`config.mk`:
```
export PLATFORM = sky130hd
export DESIGN_NAME = cic_dec_param
export DESIGN_NICKNAME = d
export VERILOG_FILES = /design/src/rtl/cic_dec_param.sv
export SDC_FILE = /design/constraint.sdc
export NUM_CORES = 2
export LEC_CHECK = 0
export CORE_MARGIN = 2
export CORE_UTILIZATION = 23
export CTS_BUF_LIST = sky130_fd_sc_hd__clkbuf_16
export DETAILED_ROUTE_END_ITERATION = 16
export PLACE_DENSITY_LB_ADDON = 0.1
export SYNTH_ARGS = -nofsm -noshare
export SYNTH_HDL_FRONTEND = slang
export SYNTH_SLANG_ARGS = --single-unit
```
`constraint.sdc`:
```
create_clock -name clk -period 3.3 [get_ports clk]
set_input_delay 0.33 -clock clk [delete_from_list [all_inputs] [get_ports clk]]
set_output_delay 0.33 -clock clk [all_outputs]
set_load 0.01 [all_outputs]
```
`src/rtl/cic_dec_param.sv`:
```
// Multi-stage CIC decimator: wrapping integrators at the input rate, a
// valid-tagged comb chain at the frame rate, then round-half-up and saturate.
module cic_dec_param #(
  parameter int N_STAGES     = 5,
  parameter int DIFF_DELAY   = 2,
  parameter int INPUT_WIDTH  = 15,
  parameter int MAX_RATE     = 16,
  parameter int RATE_WIDTH   = 5,
  parameter int ACC_WIDTH    = 40,
  parameter int OUTPUT_WIDTH = 40
) (
  input  logic                           clk,
  input  logic                           rst_n,
  input  logic                           clr,
  input  logic [RATE_WIDTH-1:0]          rate,
  input  logic                           nd,
  input  logic signed [INPUT_WIDTH-1:0]  din,
  output logic signed [OUTPUT_WIDTH-1:0] dout,
  output logic                           rdy
);

  localparam int SHIFT    = ACC_WIDTH - OUTPUT_WIDTH;
  localparam int HALF_POS = (SHIFT > 0) ? SHIFT - 1 : 0;
  localparam logic signed [ACC_WIDTH:0] HALF =
    (SHIFT > 0) ? ((ACC_WIDTH+1)'(1) << HALF_POS) : (ACC_WIDTH+1)'(0);
  localparam logic [RATE_WIDTH-1:0] RATE_MIN = RATE_WIDTH'(2);
  localparam logic [RATE_WIDTH-1:0] RATE_MAX = RATE_WIDTH'(MAX_RATE);

  function automatic logic [RATE_WIDTH-1:0] clamp_rate(input logic [RATE_WIDTH-1:0] r);
    if (r < RATE_MIN) return RATE_MIN;
    if (r > RATE_MAX) return RATE_MAX;
    return r;
  endfunction

  // Returns the rounded value already shifted down, with one guard bit on top
  // so the saturation stage can see a positive overflow of the rounding add.
  function automatic logic signed [OUTPUT_WIDTH:0] round_top(input logic signed [ACC_WIDTH-1:0] x);
    logic signed [ACC_WIDTH:0] sum;
    sum = {x[ACC_WIDTH-1], x} + HALF;
    return sum[ACC_WIDTH -: OUTPUT_WIDTH+1];
  endfunction

  function automatic logic signed [OUTPUT_WIDTH-1:0] saturate(input logic signed [OUTPUT_WIDTH:0] s);
    if (s[OUTPUT_WIDTH] != s[OUTPUT_WIDTH-1]) return {1'b0, {(OUTPUT_WIDTH-1){1'b1}}};
    return s[OUTPUT_WIDTH-1:0];
  endfunction

  logic signed [ACC_WIDTH-1:0] din_ext;
  logic signed [ACC_WIDTH-1:0] integ     [N_STAGES];
  logic signed [ACC_WIDTH-1:0] integ_nxt [N_STAGES];
  logic [RATE_WIDTH-1:0]       cnt;
  logic [RATE_WIDTH-1:0]       rate_q;
  logic                        frame_last;

  logic signed [ACC_WIDTH-1:0] cap_p0;
  logic                        vld_p0;
  logic signed [ACC_WIDTH-1:0] comb_in  [N_STAGES];
  logic [N_STAGES-1:0]         comb_in_vld;
  logic signed [ACC_WIDTH-1:0] comb_q   [N_STAGES];
  logic [N_STAGES-1:0]         comb_vld;
  logic signed [ACC_WIDTH-1:0] dly      [N_STAGES][DIFF_DELAY];
  logic signed [OUTPUT_WIDTH:0] rnd_p1;
  logic                         vld_p1;

  assign din_ext    = {{(ACC_WIDTH-INPUT_WIDTH){din[INPUT_WIDTH-1]}}, din};
  assign frame_last = nd && (cnt == rate_q - RATE_WIDTH'(1));

  // Every integrator sees its predecessor's pre-update value.
  always_comb begin
    integ_nxt[0] = integ[0] + din_ext;
    for (int k = 1; k < N_STAGES; k++) integ_nxt[k] = integ[k] + integ[k-1];
  end

  always_ff @(posedge clk or negedge rst_n) begin
    if (!rst_n) begin
      for (int k = 0; k < N_STAGES; k++) integ[k] <= '0;
    end else if (clr) begin
      for (int k = 0; k < N_STAGES; k++) integ[k] <= '0;
    end else if (nd) begin
      for (int k = 0; k < N_STAGES; k++) integ[k] <= integ_nxt[k];
    end
  end

  // p0: frame counter, rate latch at frame start, capture of the last integrator
  always_ff @(posedge clk or negedge rst_n) begin
    if (!rst_n) begin
      cnt    <= '0;
      rate_q <= '0;
      cap_p0 <= '0;
      vld_p0 <= 1'b0;
    end else if (clr) begin
      cnt    <= '0;
      rate_q <= '0;
      cap_p0 <= '0;
      vld_p0 <= 1'b0;
    end else begin
      vld_p0 <= frame_last;
      if (frame_last) cap_p0 <= integ_nxt[N_STAGES-1];
      if (nd) begin
        if (cnt == '0) rate_q <= clamp_rate(rate);
        cnt <= frame_last ? '0 : cnt + RATE_WIDTH'(1);
      end
    end
  end

  always_comb begin
    comb_in[0]     = cap_p0;
    comb_in_vld[0] = vld_p0;
    for (int k = 1; k < N_STAGES; k++) begin
      comb_in[k]     = comb_q[k-1];
      comb_in_vld[k] = comb_vld[k-1];
    end
  end

  // comb stages: each advances and shifts its own delay line on its input valid
  always_ff @(posedge clk or negedge rst_n) begin
    if (!rst_n) begin
      comb_vld <= '0;
      for (int k = 0; k < N_STAGES; k++) begin
        comb_q[k] <= '0;
        for (int d = 0; d < DIFF_DELAY; d++) dly[k][d] <= '0;
      end
    end else if (clr) begin
      comb_vld <= '0;
      for (int k = 0; k < N_STAGES; k++) begin
        comb_q[k] <= '0;
        for (int d = 0; d < DIFF_DELAY; d++) dly[k][d] <= '0;
      end
    end else begin
      comb_vld <= comb_in_vld;
      for (int k = 0; k < N_STAGES; k++) begin
        if (comb_in_vld[k]) begin
          comb_q[k] <= comb_in[k] - dly[k][DIFF_DELAY-1];
          dly[k][0] <= comb_in[k];
          for (int d = 1; d < DIFF_DELAY; d++) dly[k][d] <= dly[k][d-1];
        end
      end
    end
  end

  // p1: rounding add; p2: saturation into the held output register
  always_ff @(posedge clk or negedge rst_n) begin
    if (!rst_n) begin
      rnd_p1 <= '0;
      vld_p1 <= 1'b0;
      dout   <= '0;
      rdy    <= 1'b0;
    end else if (clr) begin
      rnd_p1 <= '0;
      vld_p1 <= 1'b0;
      dout   <= '0;
      rdy    <= 1'b0;
    end else begin
      vld_p1 <= comb_vld[N_STAGES-1];
      if (comb_vld[N_STAGES-1]) rnd_p1 <= round_top(comb_q[N_STAGES-1]);
      rdy <= vld_p1;
      if (vld_p1) dout <= saturate(rnd_p1);
    end
  end

endmodule
```
# Word level (Yosys, flattened, before mapping)
# Cells that the tools add are included.
dict set report totals {
  word_cells 106
  output_inout_bits 41
  in_bits 24
  regBits 939
}
dict set report op_classes {
  magnitude_cmp 2
  reduce_logical 13
  eq_ne 2
  mux 48
  add_sub_neg 12
}
# operator n
set op_table {}
lappend op_table {{2-to-1 mux 200 bit} 3}
lappend op_table {{2-to-1 mux 40 bit} 11}
lappend op_table {{2-to-1 mux 400 bit} 1}
lappend op_table {{2-to-1 mux 80 bit} 5}
lappend op_table {{subtractor 40 bit} 5}
lappend op_table {{adder 40 bit} 4}
lappend op_table {{2-to-1 mux 41 bit} 2}
lappend op_table {{2-to-1 mux 5 bit} 11}
lappend op_table {{adder 40 x 15 -> 40 bit} 1}
lappend op_table {{nonzero test 2 bit} 10}
lappend op_table {{2-to-1 mux 1 bit} 15}
lappend op_table {{adder 5 x 1 -> 5 bit (second input constant)} 1}
lappend op_table {{equality test 5 bit} 1}
lappend op_table {{greater-than comparator 5 bit (second input constant)} 1}
lappend op_table {{logical NOT 5 bit} 1}
lappend op_table {{< comparator 5 x 2 -> 1 bit (second input constant)} 1}
lappend op_table {{subtractor 5 x 1 -> 5 bit (second input constant)} 1}
lappend op_table {{AND reduction 2 bit} 1}
lappend op_table {{logical AND 1 bit} 1}
lappend op_table {{inequality test 1 bit} 1}

# Depth between registers and ports, before layout
dict set report depth {
  word_depth 14
  mapped_depth 14
  ltp_nobuf 14
}

# Worst setup path before layout
# Ideal clock, no wire load.
dict set report synth_path {
  kind {reg-to-reg}
  startpoint {register comb_q (netlist bit comb_in[80])}
  endpoint {register comb_q (netlist bit comb_in[76])}
  period_less_slack_ns 3.184
  required_ns 3.174
  slack_ns 0.116
  path_buffers 0
  setup_ns 0.126
  stages_incl_launch_ff 15
  arrival_time_ns 3.057
  path_cell_list {dfrtp_1 > inv_1 > ha_1 > inv_1 > fa_1 > a211oi_1 > or4_1 > a211o_1 > nand3_1 > a31oi_1 > a21oi_2 > nand3_1 > a31oi_1 > mux2_1 > a311o_1}
}
dict set report synth_via {
  elab_chain_len 3
}
# element line_no
set synth_rtl {}
lappend synth_rtl {{start: declaration} 59} ;# logic signed [ACC_WIDTH-1:0] comb_q [N_STAGES];
lappend synth_rtl {{start signal: indexed assignment} 133} ;# comb_q[k] <= comb_in[k] - dly[k][DIFF_DELAY-1];
lappend synth_rtl {{subtractor 40 bit} 133}
lappend synth_rtl {{2-to-1 mux 40 bit} 132} ;# if (comb_in_vld[k]) begin
lappend synth_rtl {{2-to-1 mux 200 bit} 123} ;# end else if (clr) begin
# Every way passes these cells. The select of a mux whose other input is x is not followed.
# A chain may end at the register's enable or synchronous reset.

# Worst setup path after layout
dict set report layout_path {
  startpoint {register cap_p0[0]}
  endpoint {register comb_q (netlist bit comb_in[156])}
}
dict set report layout_via {
  elab_chain_len 3
}
# element line_no
set layout_rtl {}
lappend layout_rtl {{start: declaration} 55} ;# logic signed [ACC_WIDTH-1:0] cap_p0;
lappend layout_rtl {{start signal: assignment} 98} ;# if (frame_last) cap_p0 <= integ_nxt[N_STAGES-1];
lappend layout_rtl {{subtractor 40 bit} 133}
lappend layout_rtl {{2-to-1 mux 40 bit} 132}
lappend layout_rtl {{2-to-1 mux 200 bit} 123}
# Every way passes these cells. The select of a mux whose other input is x is not followed.

==> flow_metrics.tcl <==
set metrics [dict create \
    hold_ws_ns 0.119 \
    root_buffer "clkbuf_16" \
    drc 0 \
    synth_compound_area_frac 0.161 \
    final_nets 7034 \
    port_buffers 64 \
    status "complete, no violations" \
    synth-async-reset-ratio 1.00 \
    slew_headroom 0.295 \
    grt_max_degree 139 \
    synth_xor_area_frac 0.0490 \
    synth_area_per_cell_sq_um 9.31 \
    crit_chain "inv_1 > ha_2 > inv_1 > fa_2 > a211oi_4 > o21ai_2 > a21oi_2 > buf_6 > a21oi_4 > o31a_1 > a311oi_4 > o2111ai_1 > and3_1 > a311o_1" \
    criticalPathCategory "flop to flop" \
    drt-initial-drc-count 2463 \
    firstDrtPassIters 5 \
    leakage_nw 31.9 \
    multi_input_area_sq_um 33400 \
    clk_path_buf_depth 3 \
    core_area_sq_um 252000 \
    io_pins 65 \
    required_ns 3.95 \
    hold_violations 0 \
    cp.arrival_ns 3.85 \
    rsz0062_at_grt "yes" \
    cts_max_level 3 \
    skew_ns 0.0423 \
    numCtsBuffers 117 \
    synth.area.mux_share 0.121 \
    path_common_cell "inv_1" \
    synth_cells 6263 \
    cp-start-kind "flop" \
    ir_drop_v 0.000463 \
    yosysWarningCount 0 \
    path_clk_slew_ns 0.06 \
    antenna_left 0 \
    fill_cells 26800 \
    syn_nets 6690 \
    syn_to_final_growth_pct 21.1 \
    max_freq_mhz 312 \
    synthSimpleGateAreaFrac 0.137 \
    dieArea_sq_um 257000 \
    seq_area_frac_synth 0.403 \
    tightestPinTransition_ns 1.05 \
    synth_fa_ha_area_frac 0.0878 \
    syn_area_sq_um 58300 \
    power_density_nw_per_um2 413 \
    final_max_slew_viol_count 0 \
    wl_um 174000 \
    endpoint_kind "flop" \
    cts_tree "done" \
    grt_pass1_vias 47000 \
    synthFlopType "dfrtp_1" \
    grt_pass1_wl_um 278000 \
    clk_latency_ns 0.77 \
    die_w_um 507 \
    synth_edf_count 0 \
    maxCapViolations 0 \
    fin_crit_sh 0.970 \
    cpMaxStageDelayCell "fa_2" \
    critPathMaxFanout 4 \
    grt_usage 0.134 \
    synth_top_family_by_area "compound AO/OA/AOI/OAI gates" \
    setup_viol 0 \
    antenna_found_initial 2 \
    seqCellArea_sq_um 23500 \
    place_inst 9816 \
    drt-wirelength-per-cell_um 17.3 \
    drive_gt1_frac 0.128 \
    period_needed_ns 3.20 \
    die_y_um 507 \
    grt_remaining_overflow 0 \
    vias 45800 \
    hpwl_um 128000 \
    clock_sinks 938 \
    gp_congestion 0.797 \
    hold_path_class "input pin to asynchronous set/reset pin" \
    final_core_util 0.281 \
    row_count 184 \
    slowest_delay_ns 0.39 \
    stdcell_count 10100 \
    rrSetupSlack_ns 0.1 \
    synth-seq-cells 938 \
    start_util 0.232 \
    viasPerCell 4.56 \
    synth_cell_types 95 \
    tns_ns 0 \
]
==> worst paths after layout <==
kind / start / endpoint / cells past startpoint
min reg2reg: integ[15] / integ[15] / 2
min: rst_n / dout[8] / 2
min in group clk: nd / integ[95] / 4
max reg2reg: cap_p0[0] / comb_in[156] / 14
max in group asynchronous: rst_n / vld_p0 / 3
max: cap_p0[0] / comb_in[156] / 14
==> routing by layer <==
layer | up-vias | track usage | wire [um]
met1 | 22400 | 0.184 | 83900
met2 | 423 | 0.224 | 82400
met4 | 0 | 0.0278 | 3180
li1 | 22800 | - | -
met5 | - | 0 | 0
met3 | 171 | 0.0169 | 4120
==> through the flow <==
stage	instance area [sq um]	setup WS [ns]	total power, mW
4_1_cts	69700	-0.00267	29.8
5_1_grt	70600	-0.195	30.7
3_3_place_gp	65600	-0.635	16.3
2_1_floorplan	58300	0.116	14.6
6_report	70600	0.0997	29.1
3_5_place_dp	65600	-0.536	16.2
==> state kept, by name, indices dropped and copies added, names as in the netlist <==
signal / flops
cap_p0: 40
cnt: 5
comb_in: 160
comb_q: 40
comb_vld: 5
dly: 400
dout: 40
integ: 200
rate_q: 5
rdy: 1
rnd_p1: 40
vld_p0: 1
vld_p1: 1
==> cells in the mapped netlist (all sizes together), types with 13 or more instances <==
master	n	area share
a22o	26	0.0039
a21oi	427	0.037
xor2	116	0.017
o21bai	54	0.0070
a211oi	88	0.012
xnor2	210	0.032
and2	19	0.0020
buf	43	0.0031
nand4	67	0.0072
o31ai	27	0.0039
o211ai	29	0.0039
o21ai	260	0.023
o22ai	22	0.0024
clkbuf	271	0.017
nand3	107	0.0092
o31a	18	0.0027
nand2	291	0.019
a31oi	58	0.0062
o21a	63	0.0081
or3	20	0.0021
a21o	190	0.024
nor2b	51	0.0055
and4	14	0.0021
nor3	69	0.0061
nor2	1055	0.068
inv	317	0.020
and3	41	0.0044
ha	393	0.084
nand2b	33	0.0035
a31o	13	0.0020
dfrtp	938	0.40
mux2i	702	0.12
==> cell families (layout without fill, tap and decap cells) <==
kind of cell    count (synthesis)  count (layout)
compound gates               1428            1428
xor+xnor                      326             326
fa+ha+maj                     403             403
buf+inv                       633            1073
flops                         938             938
mux                           705             705
other cells                     0               2
simple gates                 1830            1830
==> critical path, delay by kind of cell, from the launching register on <==
family / cells / cell delay [ns]
adders and majority gates: 2 / 0.56
DFF: 1 / 0.37
buffers and inverters: 3 / 0.25
and+or+nand+nor: 1 / 0.17
AOI/OAI and AO/OA: 8 / 1.72
==> what timing repair did <==
item                                   CTS  global route
resized for setup                       46           163
endpoints found under the hold margin  130             0
setup buffers                            5            14
hold buffers                             2             0
pin swaps                               24            78
setup endpoints to repair               53           122
==> cells in the final DEF, fill, tap and decap left out, drive strengths merged, types with 18 or more instances in the layout <==
| cell | instances |
|---|---|
| a211oi | 88 |
| a21o | 190 |
| a21oi | 427 |
| a22o | 26 |
| a31oi | 58 |
| and2 | 19 |
| and3 | 41 |
| buf | 476 |
| clkbuf | 118 |
| clkdlybuf4s50 | 61 |
| clkinv | 42 |
| dfrtp | 938 |
| ha | 393 |
| inv | 353 |
| mux2i | 702 |
| nand2 | 291 |
| nand2b | 33 |
| nand3 | 107 |
| nand4 | 67 |
| nor2 | 1055 |
| nor2b | 51 |
| nor3 | 69 |
| o211ai | 29 |
| o21a | 63 |
| o21ai | 260 |
| o21bai | 54 |
| o22ai | 22 |
| o31a | 18 |
| o31ai | 27 |
| or3 | 20 |
| xnor2 | 210 |
| xor2 | 116 |
==> report_power, final <==
group          switching (mW)  total (mW)  internal, mW
logic                    2.33        3.98          1.66
clock network            5.46        13.1          7.63
registers               0.311        12.1          11.8
==> layout make-up <==
class                           instances  share of cell area
Sequential cell                       938               0.333
Clock buffer                          118              0.0418
Inverter                              319              0.0170
Tap cell                             3348              0.0593
Antenna cell                            2           0.0000709
Timing Repair Buffer                  539              0.0634
Clock inverter                         97              0.0131
Multi-Input combinational cell       4692               0.472
(Power assumes the default switching activity.)
